### config.mk
export PLATFORM = sky130hd
export DESIGN_NAME = axis_pattern_gen_flat
export DESIGN_NICKNAME = d
export VERILOG_FILES = /design/src/rtl/axis_pattern_gen_if.sv /design/src/rtl/axis_pattern_gen.sv /design/src/flat_wrapper.sv
export SDC_FILE = /design/constraint.sdc
export NUM_CORES = 1
export LEC_CHECK = 0
export CAP_MARGIN = 5
export CORE_UTILIZATION = 40
export CTS_CLUSTER_SIZE = 25
export DETAILED_ROUTE_END_ITERATION = 6
export PLACE_DENSITY = 0.69
export SYNTH_ARGS = -nofsm -noshare
export SYNTH_HDL_FRONTEND = slang
export SYNTH_SLANG_ARGS = --single-unit
### constraint.sdc
create_clock -name i_clk -period 2.9 [get_ports i_clk]
set_input_delay 0.725 -clock i_clk [delete_from_list [all_inputs] [get_ports i_clk]]
set_output_delay 0.725 -clock i_clk [all_outputs]
set_load 0.02 [all_outputs]
### src/rtl/axis_pattern_gen_if.sv
// axis_pattern_gen_if: AXI-stream video bundle (data, valid, ready, sof/tuser, eol/tlast).
// master drives data/valid/sof/eol and samples ready; slave is the reverse.
interface axis_pattern_gen_if #(
  parameter int p_width = 8
) ();
  logic [p_width-1:0] o_data_out;
  logic               o_valid_out;
  logic               i_ready_out;
  logic               o_sof;
  logic               o_eol;

  modport master (
    output o_data_out,
    output o_valid_out,
    output o_sof,
    output o_eol,
    input  i_ready_out
  );

  modport slave (
    input  o_data_out,
    input  o_valid_out,
    input  o_sof,
    input  o_eol,
    output i_ready_out
  );
endinterface

### src/rtl/axis_pattern_gen.sv
// axis_pattern_gen: raster test-pattern source over AXI-stream (ramp/checker/index).
// Ports: i_clk, i_reset_n (async low), i_start, i_continuous, i_pattern, m_axis (master),
// o_busy, o_frame_done, o_frame_count, o_stall_count.
// Option: AXIS_PATTERN_GEN_STALL_CNT_EN enables the saturating backpressure counter.
module axis_pattern_gen #(
  parameter int p_width        = 8,
  parameter int p_img_width    = 640,
  parameter int p_img_height   = 480,
  parameter int p_frame_gap    = 16,
  parameter int p_checker_log2 = 3
) (
  input  logic                i_clk,
  input  logic                i_reset_n,
  input  logic                i_start,
  input  logic                i_continuous,
  input  logic [1:0]          i_pattern,
  axis_pattern_gen_if.master  m_axis,
  output logic                o_busy,
  output logic                o_frame_done,
  output logic [15:0]         o_frame_count,
  output logic [31:0]         o_stall_count
);

  localparam int XW = (p_img_width > 1) ? $clog2(p_img_width) : 1;
  localparam int YW = (p_img_height > 1) ? $clog2(p_img_height) : 1;
  localparam int GW = (p_frame_gap > 0) ? $clog2(p_frame_gap + 1) : 1;
  localparam logic [XW-1:0] LP_X_LAST = XW'(p_img_width - 1);
  localparam logic [YW-1:0] LP_Y_LAST = YW'(p_img_height - 1);
  localparam logic [GW-1:0] LP_G_LAST = GW'(p_frame_gap - 1);
  localparam bit LP_HAS_GAP = (p_frame_gap > 0);

  typedef enum logic [1:0] {
    s_idle,
    s_active,
    s_gap
  } state_t;

  state_t             r_state, w_state;
  logic [XW-1:0]      r_x, w_x;
  logic [YW-1:0]      r_y, w_y;
  logic [GW-1:0]      r_gap, w_gap;
  logic [1:0]         r_pat, w_pat;
  logic [p_width-1:0] r_data, w_data;
  logic               r_valid, w_valid;
  logic               r_sof, w_sof;
  logic               r_eol, w_eol;
  logic               r_busy, w_busy;
  logic               r_done, w_done;
  logic [15:0]        r_fcnt;
  logic               w_hs;
  logic               w_last;

  function automatic logic [p_width-1:0] f_pix(
    input logic [1:0]    pat,
    input logic [XW-1:0] x,
    input logic [YW-1:0] y
  );
    logic [31:0] xe;
    logic [31:0] ye;
    logic [31:0] v;
    xe = 32'(x);
    ye = 32'(y);
    v  = '0;
    unique case (pat)
      2'd0: v = xe;
      2'd1: v = ye;
      2'd2: return {p_width{xe[p_checker_log2] ^ ye[p_checker_log2]}};
      default: v = ye * 32'(p_img_width) + xe;
    endcase
    return p_width'(v);
  endfunction

  assign w_hs   = r_valid & m_axis.i_ready_out;
  assign w_last = (r_x == LP_X_LAST) & (r_y == LP_Y_LAST);

  always_comb begin
    w_state = r_state;
    w_x     = r_x;
    w_y     = r_y;
    w_gap   = r_gap;
    w_pat   = r_pat;
    w_data  = r_data;
    w_valid = r_valid;
    w_sof   = r_sof;
    w_eol   = r_eol;
    w_busy  = r_busy;
    w_done  = 1'b0;
    unique case (r_state)
      s_idle: begin
        if (i_start) begin
          w_state = s_active;
          w_pat   = i_pattern;
          w_x     = '0;
          w_y     = '0;
          w_data  = f_pix(i_pattern, '0, '0);
          w_valid = 1'b1;
          w_sof   = 1'b1;
          w_eol   = 1'b0;
          w_busy  = 1'b1;
        end
      end
      s_active: begin
        if (w_hs && w_last) begin
          w_done  = 1'b1;
          w_x     = '0;
          w_y     = '0;
          w_sof   = 1'b0;
          w_eol   = 1'b0;
          w_valid = 1'b0;
          w_data  = '0;
          if (i_continuous && LP_HAS_GAP) begin
            w_state = s_gap;
            w_gap   = '0;
          end else if (i_continuous) begin
            // zero gap: next frame's first pixel follows back-to-back
            w_pat   = i_pattern;
            w_data  = f_pix(i_pattern, '0, '0);
            w_valid = 1'b1;
            w_sof   = 1'b1;
          end else begin
            w_state = s_idle;
            w_busy  = 1'b0;
          end
        end else if (w_hs) begin
          if (r_x == LP_X_LAST) begin
            w_x = '0;
            w_y = r_y + YW'(1);
          end else begin
            w_x = r_x + XW'(1);
          end
          w_data = f_pix(r_pat, w_x, w_y);
          w_sof  = 1'b0;
          w_eol  = (w_x == LP_X_LAST);
        end
      end
      s_gap: begin
        if (r_gap == LP_G_LAST) begin
          w_state = s_active;
          w_pat   = i_pattern;
          w_data  = f_pix(i_pattern, '0, '0);
          w_valid = 1'b1;
          w_sof   = 1'b1;
        end else begin
          w_gap = r_gap + GW'(1);
        end
      end
      default: w_state = s_idle;
    endcase
  end

  always_ff @(posedge i_clk or negedge i_reset_n) begin
    if (!i_reset_n) begin
      r_state <= s_idle;
      r_x     <= '0;
      r_y     <= '0;
      r_gap   <= '0;
      r_pat   <= '0;
      r_data  <= '0;
      r_valid <= 1'b0;
      r_sof   <= 1'b0;
      r_eol   <= 1'b0;
      r_busy  <= 1'b0;
      r_done  <= 1'b0;
      r_fcnt  <= '0;
    end else begin
      r_state <= w_state;
      r_x     <= w_x;
      r_y     <= w_y;
      r_gap   <= w_gap;
      r_pat   <= w_pat;
      r_data  <= w_data;
      r_valid <= w_valid;
      r_sof   <= w_sof;
      r_eol   <= w_eol;
      r_busy  <= w_busy;
      r_done  <= w_done;
      if (w_done) r_fcnt <= r_fcnt + 16'd1;
    end
  end

`ifdef AXIS_PATTERN_GEN_STALL_CNT_EN
  logic [31:0] r_stall;
  always_ff @(posedge i_clk or negedge i_reset_n) begin
    if (!i_reset_n) begin
      r_stall <= '0;
    end else if (r_valid && !m_axis.i_ready_out && (r_stall != '1)) begin
      r_stall <= r_stall + 32'd1;
    end
  end
  assign o_stall_count = r_stall;
`else
  assign o_stall_count = '0;
`endif

  assign m_axis.o_data_out  = r_data;
  assign m_axis.o_valid_out = r_valid;
  assign m_axis.o_sof       = r_sof;
  assign m_axis.o_eol       = r_eol;
  assign o_busy             = r_busy;
  assign o_frame_done       = r_done;
  assign o_frame_count      = r_fcnt;

endmodule
### src/flat_wrapper.sv
// flat-port wrapper written by rule: the top's interface ports become plain ports
module axis_pattern_gen_flat 
#(
  parameter int p_width        = 8,
  parameter int p_img_width    = 640,
  parameter int p_img_height   = 480,
  parameter int p_frame_gap    = 16,
  parameter int p_checker_log2 = 3
)
  (i_clk, i_reset_n, i_start, i_continuous, i_pattern, o_busy, o_frame_done, o_frame_count, o_stall_count, m_axis_o_data_out, m_axis_o_valid_out, m_axis_o_sof, m_axis_o_eol, m_axis_i_ready_out);
  axis_pattern_gen_if #(.p_width(p_width)) m_axis_i ();
  input  logic i_clk;
  input  logic i_reset_n;
  input  logic i_start;
  input  logic i_continuous;
  input  logic [1:0] i_pattern;
  output logic o_busy;
  output logic o_frame_done;
  output logic [15:0] o_frame_count;
  output logic [31:0] o_stall_count;
  output wire logic [$bits(m_axis_i.o_data_out)-1:0] m_axis_o_data_out;
  output wire logic [$bits(m_axis_i.o_valid_out)-1:0] m_axis_o_valid_out;
  output wire logic [$bits(m_axis_i.o_sof)-1:0] m_axis_o_sof;
  output wire logic [$bits(m_axis_i.o_eol)-1:0] m_axis_o_eol;
  input wire logic [$bits(m_axis_i.i_ready_out)-1:0] m_axis_i_ready_out;
  assign m_axis_o_data_out = m_axis_i.o_data_out;
  assign m_axis_o_valid_out = m_axis_i.o_valid_out;
  assign m_axis_o_sof = m_axis_i.o_sof;
  assign m_axis_o_eol = m_axis_i.o_eol;
  assign m_axis_i.i_ready_out = m_axis_i_ready_out;
  axis_pattern_gen #(.p_width(p_width), .p_img_width(p_img_width), .p_img_height(p_img_height), .p_frame_gap(p_frame_gap), .p_checker_log2(p_checker_log2)) u_core (.i_clk(i_clk), .i_reset_n(i_reset_n), .i_start(i_start), .i_continuous(i_continuous), .i_pattern(i_pattern), .m_axis(m_axis_i), .o_busy(o_busy), .o_frame_done(o_frame_done), .o_frame_count(o_frame_count), .o_stall_count(o_stall_count));
endmodule
==> impl_metrics.toml <==
[run_status]
status = "finished clean"

[sta]
setup_violations = 0
grt_setup_unrepaired = "false"
slew_violations = 0
setup_slack_ps = 360.5
hold_violations = 0
period_share = 0.8757
tns_ps = 0
worst_clock_skew_ps = 13.30
fin_crit_ps = 2539
timing.fmax_mhz = 393.8
worstMarginPinSlew_ps = 708.2
slew_headroom = 0.5278

[cts]
clk_pin_slew_worst_paths_ps = 60
hold_buffers = 0
cts_sinks = 57
cts_resized = 0
clk_latency_ps = 340
cts_setup_buffers = 0
cts_buffer_depth = 2
htree_levels = 3
numCtsBuffers = 9
cts_tree = "built"
root_buffer = "clkbuf_8"

[route]
avgViaCountPerCell = 5.202
antenna_left = 0
vias = 2632
wl_per_cell_um = 14.29
drc = 0
wirelength_um = 7229
drtIter0Drc = 202
firstDrtPassIters = 4

[global_routing]
grt_antenna_before_repair = 0
grt_max_degree = 58
grt_remaining_overflow = 0
grt_usage = 0.1822
grt_pass1_wl_um = 12120
first_global_vias = 2457

[worst_setup_path]
cp-start-kind = "flip-flop"
cp-end-kind = "flip-flop"
worstPathMaxFanout = 9
critPathArrivalTime_ps = 2760
crit_required_ps = 3120
ff2ff_path_depth = 6
worstSetupPathType = "flip-flop to flip-flop"

[placed_design]
post-dp-hpwl_um = 5171
place_congestion = 0.8952
portBuffers = 35
pre_cts_ws_ps = 78.86

[cells_and_area]
layout-drive-gt1-share = 0.08911
final_common_cell = "dfrtp_1"
final_cell_mix = "dfrtp_1 (57), nand2_1 (50), clkdlybuf4s50_1 (34), conb_1 (32), o21ai_0 (28)"
fin_nets = 413
area_growth_pct = 17.36
antenna-diode-count = 0

[synth]
synth_edf_count = 0
ys_seq_elements = 57
ys_seq_area_frac = 0.4341
yosys_warnings = 0
ys.flop_type = "dfrtp_1"
netlist_instances = 357
synth_cell_types = 50
syn_avg_cell_area_um2 = 9.204
async_flop_share = 1.000
synth_area_um2 = 3286

[pwr]
irDropWorstVdd_uv = 167.5
leakagePower_nw = 1.706
power_density_nw_per_um2 = 422.3

[floorplanning]
coreArea_um2 = 7848
io_pins = 68
die_y_um = 92.63
start_util = 0.4187
die_area_um2 = 8580
row_count = 32
fp.dieW_um = 92.63

[run]
maxCapViolCount = 0

[worst_hold_path]
hold_path.class = "flip-flop to flip-flop"
holdPathStages = 1
[sequential cells by signal, indices dropped and copies added, names as in the netlist]
signal	cells
u_core.r_gap	5
u_core.r_y	9
u_core.m_axis.o_data_out	8
u_core.o_frame_done	1
u_core.r_x	10
u_core.m_axis.o_sof	1
u_core.m_axis.o_eol	1
u_core.r_state	2
u_core.m_axis.o_valid_out	1
u_core.o_frame_count	16
u_core.o_busy	1
u_core.r_pat	2
[final cells by class]
class | count | area, um2
Fill cell | 779 | 3991
Clock inverter | 3 | 40.04
Inverter | 6 | 22.52
Timing Repair Buffer | 45 | 420.4
Tap cell | 102 | 127.6
Multi-Input combinational cell | 281 | 1664
Clock buffer | 12 | 155.1
Sequential cell | 57 | 1426
[stage by stage]
step	instances	util	total power, mW	hold WS (ps)	instance area (um2)
after floorplan	388	-	0.9038	429.4	3402
after global placement	491	0.4665	0.9003	456.3	3661
after detailed placement	491	0.4665	0.9012	473.7	3661
after CTS	506	0.4914	1.650	482.2	3856
after global routing	506	0.4914	1.687	491.8	3856
final	506	0.4914	1.628	476.6	3856
[power breakdown]
group	internal (mW)	leakage, nW	total, mW	switching, mW
clock network	0.436	0.102	0.742	0.306
logic	0.0178	0.848	0.0835	0.0657
registers	0.798	0.756	0.803	0.00462
total	1.25	1.71	1.63	0.376
[path summary, 6_finish.rpt]
| kind | from | to | slack [ps] |
|---|---|---|---|
| setup reg to reg | u_core.r_y[0] | u_core.m_axis.o_data_out[2] | 360 |
| hold / removal | u_core.o_frame_count[15] | u_core.o_frame_count[15] | 480 |
| setup / recovery | u_core.r_y[0] | u_core.m_axis.o_data_out[2] | 360 |
| min in group asynchronous | i_reset_n | u_core.o_frame_count[14] | 520 |
| hold reg to reg | u_core.o_frame_count[15] | u_core.o_frame_count[15] | 480 |
| max in group asynchronous | i_reset_n | u_core.r_x[8] | 1900 |
[worst max-delay path, cell delays in order, from the launching register on]
cell      delay, ps
dfrtp_1         490
ha_1            290
nand4_1         160
or4_1           650
o211ai_2        330
a21oi_1         210
a32o_1          290
[layer usage]
layer / share of wire / routed length, um / vias to the layer above / GRT usage
li1: - / - / 1280 / -
met1: 0.47 / 3365 / 1256 / 0.2517
met2: 0.48 / 3437 / 90 / 0.2765
met3: 0.052 / 375 / 6 / 0.04926
met4: 0.0071 / 51 / 0 / 0.05897
met5: 0 / 0 / - / 0
[cells by family (layout without fill, tap and decap cells)]
logic type | count (synthesis) | after routing | share of synthesized area
compound gates | 75 | 75 | 0.1519
xor+xnor | 27 | 27 | 0.07197
fa+ha+maj | 6 | 6 | 0.02285
buf+inv | 50 | 66 | 0.09482
flops | 57 | 57 | 0.4341
mux | 3 | 3 | 0.01028
other cells | 1 | 32 | 0.001141
simple gates | 138 | 138 | 0.2129
[cells in the mapped netlist, drive strengths merged, types with 3 or more instances]
| cell | count | area, um2 |
|---|---|---|
| xor2 | 13 | 113.9 |
| xnor2 | 14 | 122.6 |
| nor3 | 7 | 51.30 |
| a22o | 6 | 52.55 |
| ha | 6 | 75.07 |
| a21o | 3 | 22.52 |
| and3 | 7 | 43.79 |
| inv | 6 | 22.52 |
| o31ai | 6 | 45.04 |
| buf | 34 | 250.2 |
| nand3 | 17 | 90.09 |
| nand2 | 50 | 187.7 |
| nor2 | 25 | 93.84 |
| nand4 | 10 | 83.83 |
| o21ai | 29 | 148.9 |
| or3 | 3 | 18.77 |
| dfrtp | 57 | 1426 |
| a21oi | 11 | 55.05 |
| mux2 | 3 | 33.78 |
| nor2b | 5 | 31.28 |
| clkbuf | 10 | 38.78 |
| nand2b | 6 | 37.54 |
| a32o | 4 | 40.04 |
Power figures use the tool's default switching activity.
==> patch 1: new RTL, config.mk and constraints unchanged <==
Add a define of `AXIS_PATTERN_GEN_STALL_CNT_EN`.
--- a/src/rtl/axis_pattern_gen.sv
+++ b/src/rtl/axis_pattern_gen.sv
@@ -4,2 +4,4 @@
 // Option: AXIS_PATTERN_GEN_STALL_CNT_EN enables the saturating backpressure counter.
+`define AXIS_PATTERN_GEN_STALL_CNT_EN
+
 module axis_pattern_gen #(
Formal check against the unedited RTL: not equivalent (Yosys sat finds a counterexample within 4 cycles, from zero or initial values and one cycle with i_reset_n low).
==> patch 1 against the original RTL <==
Cell area rose by 47%; count of clock-buffer cells in the layout is 3 lower; worst setup slack better by 100 ps; die area is 37% higher; largest cell class is now registers; sequential share of layout area increased by 2.2 points; highest routed layer unchanged; sequential power up 76%; sequential cell count grew 32; largest power group unchanged; first-iteration DRC count grew 29%; total power is 87% higher; wire length up 42%; synthesized area rose by 38%.
==> patch 1: results (changes against the original RTL) <==
- Port-buffer cells: 67 (was 35)
- Share of cells above drive strength 1: 0.0762 (was 0.0891)
- Vias in the first global route: 3594 (was 2457)
- Status: completed (unchanged)
- Sequential-to-total area share from yosys stat: 0.492 (was 0.434)
- Max incr delay on CP: 430 ps (was 650 ps)
- R2R Path End: u_core.m_axis.o_data_out[7]$_DFFE_PN0P_ (was u_core.m_axis.o_data_out[2]$_DFFE_PN0P_)
- Worst R2R Path Depth: 8 (was 6)
- Initial DRC count: 260 (was 202)
- Multi-input logic area: 2190 um2 (was 1660 um2)
- Clk. pwr: 1.20 mW (was 0.742 mW)
- Worst reg2reg path startpoint: u_core.r_x[1]$_DFFE_PN0P_ (was u_core.r_y[0]$_DFFE_PN0P_)
- Via density: 5.45 (was 5.20)
- Clock root buffer: clkbuf_16 (was clkbuf_8)
- Layout clock buffers: 9 (was 12)
- Seq area share: 0.392 (was 0.370)
- Via count of the routed design: 3693 (was 2632)
- First-pass GRT wire length: 17800 um (was 12100 um)
- Largest register FFs: 32 (was 16)
- Clock network area share: 0.0535 (was 0.0506)
- Signal buf overhead: 0.133 (was 0.109)
- Post-Synth Adder-Cell Area: 0.0194 (was 0.0228)
- WL/cell: 15.1 um (was 14.3 um)
- Multi-input comb cells: 347 (was 281)
- Nets@finish: 547 (was 413)
- Post-placement cell count: 662 (was 491)
- Dpl ws: 200 ps (was 78.9 ps)
- HPWL Detailed: 7600 um (was 5170 um)
- Post-Synth XOR/XNOR Area: 0.118 (was 0.0720)
- Final Wtd Congestion: 0.818 (was 0.895)
- Switch share: 0.282 (was 0.231)
patch 1: cell count changes after synthesis, sizes merged, moves of 4 or more:
cell / unedited run / this run
nor2: 25 / 45
dfrtp: 57 / 89
nor3: 7 / 15
clkbuf: 10 / 6
nand3: 17 / 28
buf: 34 / 9
xnor2: 14 / 37
nand4: 10 / 15
xor2: 13 / 24
and3: 7 / 18
o21ai: 29 / 34
patch 1: layer usage:
metal / wire length [um] / part of all wire
met5: 0 / 0
met4: 280 / 0.027
met3: 377 / 0.037
met2: 4860 / 0.47
met1: 4740 / 0.46
patch 1: worst max path at each step:
stage | end | slack (ps) | from | cells past startpoint
CTS | u_core.m_axis.o_data_out[7]$_DFFE_PN0P_ | 480 | u_core.r_x[0]$_DFFE_PN0P_ | 8
finish | u_core.m_axis.o_data_out[7]$_DFFE_PN0P_ | 460 | u_core.r_x[1]$_DFFE_PN0P_ | 8
detailed placement | u_core.r_gap[4]$_DFFE_PN0P_ | 200 | m_axis_i_ready_out | 7
global placement | u_core.r_gap[4]$_DFFE_PN0P_ | 260 | m_axis_i_ready_out | 7
global route | u_core.m_axis.o_data_out[7]$_DFFE_PN0P_ | 300 | u_core.r_x[0]$_DFFE_PN0P_ | 8
floorplan | u_core.o_frame_count[8]$_DFFE_PN0P_ | 710 | m_axis_i_ready_out | 8
patch 1: logic make-up (layout without fill, tap and decap cells):
| group | count (synthesis) | in the layout |
|---|---|---|
| simple gates | 197 | 197 |
| xor+xnor | 61 | 61 |
| buf+inv | 24 | 102 |
| mux | 8 | 8 |
| flops | 89 | 89 |
| fa+ha+maj | 7 | 7 |
| compound gates | 74 | 74 |
patch 1: per-stage QoR:
stage	hold WS, ps	cell area (um2)
finish	373	5680
global route	418	5680
CTS	388	5680
detailed placement	467	5380
global placement	460	5380
floorplan	429	4530
==> patch 2: new RTL, same flow settings <==
Without the edit above. `r_x` no longer has a reset.
--- a/src/rtl/axis_pattern_gen.sv
+++ b/src/rtl/axis_pattern_gen.sv
@@ -153,3 +153,2 @@
       r_state <= s_idle;
-      r_x     <= '0;
       r_y     <= '0;
@@ -166,3 +165,2 @@
       r_state <= w_state;
-      r_x     <= w_x;
       r_y     <= w_y;
@@ -180,2 +178,6 @@
 
+  always_ff @(posedge i_clk) begin
+    r_x <= w_x;
+  end
+
 `ifdef AXIS_PATTERN_GEN_STALL_CNT_EN
Formal check against the unedited RTL: same outputs for any inputs over 10 cycles, from zero or initial values and one cycle with i_reset_n low; that may be too few to reach the edited logic, so the function may still have changed.
==> patch 2 against the original RTL <==
Total power shrank 6.9%; synthesized area shrank 1.3%; die area shrank 1.3%; critical path type unchanged; wire length shrank 3.4%; worst setup slack gained 63 ps; non-clock buffer count grew 2; count of clock-buffer cells in the layout grew 3; sequential cell count is the same; maximum frequency grew 2.6%; cell area shrank 1.3%.
==> patch 2: results (changes against the original RTL) <==
- Nets@finish: 394 (was 413)
- Fin Setup TNS: 0 ps (unchanged)
- Reg power frac: 0.541 (was 0.493)
- VDD IR-drop max: 0.208 mV (was 0.167 mV)
- Sequential-to-total area share from yosys stat: 0.455 (was 0.434)
- Placed cell areas: 3650 um2 (was 3660 um2)
- Ys async rst share: 0.825 (was 1.00)
- HPWL Detailed: 5010 um (was 5170 um)
- Largest net degree at the start of global routing: 48 (was 58)
- Post-synth EDFFs: 10 (was 0)
- Synth top area cells: dfrtp_1, edfxtp_1, buf_4 (was dfrtp_1, buf_4, nand2_1)
- All-Layer GR Usage: 0.175 (was 0.182)
- CTS HTree Levels: 3 (unchanged)
- Synth unique cells: 51 (was 50)
- Type of the most critical hold path: in2async (was reg2reg)
- Power share of the combinational group: 0.052
- Clock root buffer: clkbuf_8 (unchanged)
- Crit path DAT: 2690 ps (was 2760 ps)
- Switch share: 0.233 (was 0.231)
- # fillers: 746 (was 779)
- Via count of the routed design: 2443 (was 2632)
- Latest clock arrival within the worst-skew pair: around 330 ps
- Final Wtd Congestion: 0.832 (was 0.895)
- Maximum Capacitance Violations: 0 (unchanged)
- Status: completed (unchanged)
- Pleak: 1.67 nW (was 1.71 nW)
- CP Max Fanout: 8 (was 9)
- Initial DRC count: 146 (was 202)
- WL final: 6980 um (was 7230 um)
- Synth Warn #: 0 (unchanged)
- Drt first pass iters: 4 (unchanged)
- Antenna violations before repair: 0 (unchanged)
- Share of cells above drive strength 1: 0.0907 (was 0.0891)
- Worst Skew: 5.27 ps (was 13.3 ps)
- Vias in the first global route: 2300 (was 2457)
- First-pass GRT wire length: 11400 um (was 12100 um)
- Post-synth top cells: dfrtp_1, buf_4, nand2_1 (was dfrtp_1, nand2_1, buf_4)
[patch 2: cell types whose count changed after synthesis, sizes merged, moves of 5 or more]
cell,before,now
dfrtp,57,47
inv,6,13
edfxtp,0,10
nand2,50,32
xnor2,14,19
o21ai,29,16
[patch 2: layer usage]
| layer | track usage | up-vias | routed length (um) | part of all wire |
|---|---|---|---|---|
| li1 | - | 1199 | - | - |
| met1 | 0.235 | 1168 | 3250 | 0.46 |
| met2 | 0.273 | 65 | 3340 | 0.48 |
| met3 | 0.0323 | 11 | 280 | 0.040 |
| met4 | 0.0807 | 0 | 119 | 0.017 |
| met5 | 0 | - | 0 | 0 |
[patch 2: through the flow]
stage	util	worst slack, ps	power [mW]	hold slack [ps]	cells
floorplan	-	561	0.918	429	367
global placement	0.470	142	0.912	462	473
detailed placement	0.470	109	0.913	465	473
CTS	0.490	417	1.54	366	488
global route	0.490	232	1.57	384	488
finish	0.490	424	1.52	362	488
[patch 2: critical path, cell delays in order, from the launching register on]
cell and delay, ps:
dfrtp_1 460, ha_1 310, nand4_2 190, or4_4 610, o21ai_4 190, nor2_1 110
o21a_1 230, a32o_1 270
[patch 2: area by class of cell]
class	count	area (um2)	area share
Tap cell	102	128	0.0335
Multi-Input combinational cell	254	1550	0.407
Timing Repair Buffer	47	448	0.118
Clock buffer	15	156	0.0411
Sequential cell	57	1480	0.388
Inverter	13	48.8	0.0128
[patch 2: worst paths after layout]
path / cells past startpoint / start / slack (ps) / endpoint
setup / recovery: 7 / u_core.r_y[0]$_DFFE_PN0P_ / 420 / u_core.m_axis.o_data_out[5]$_DFFE_PN0P_
hold / removal: 2 / i_reset_n / 360 / u_core.o_frame_count[13]$_DFFE_PN0P_
setup reg to reg: 7 / u_core.r_y[0]$_DFFE_PN0P_ / 420 / u_core.m_axis.o_data_out[5]$_DFFE_PN0P_
hold reg to reg: 1 / u_core.o_frame_count[15]$_DFFE_PN0P_ / 470 / u_core.o_frame_count[15]$_DFFE_PN0P_
max in group asynchronous: 2 / i_reset_n / 2320 / u_core.m_axis.o_data_out[0]$_DFFE_PN0P_
min in group i_clk: 1 / u_core.o_frame_count[15]$_DFFE_PN0P_ / 470 / u_core.o_frame_count[15]$_DFFE_PN0P_
[patch 2: logic make-up (layout without fill, tap and decap cells)]
family          after synthesis  after routing  share of synthesized area
flops                        57             57                      0.455
buf+inv                      56             75                      0.103
simple gates                131            131                      0.213
compound gates               52             52                      0.113
other cells                   1             32                    0.00116
fa+ha+maj                     5              5                     0.0193
mux                           4              4                     0.0135
xor+xnor                     30             30                     0.0810
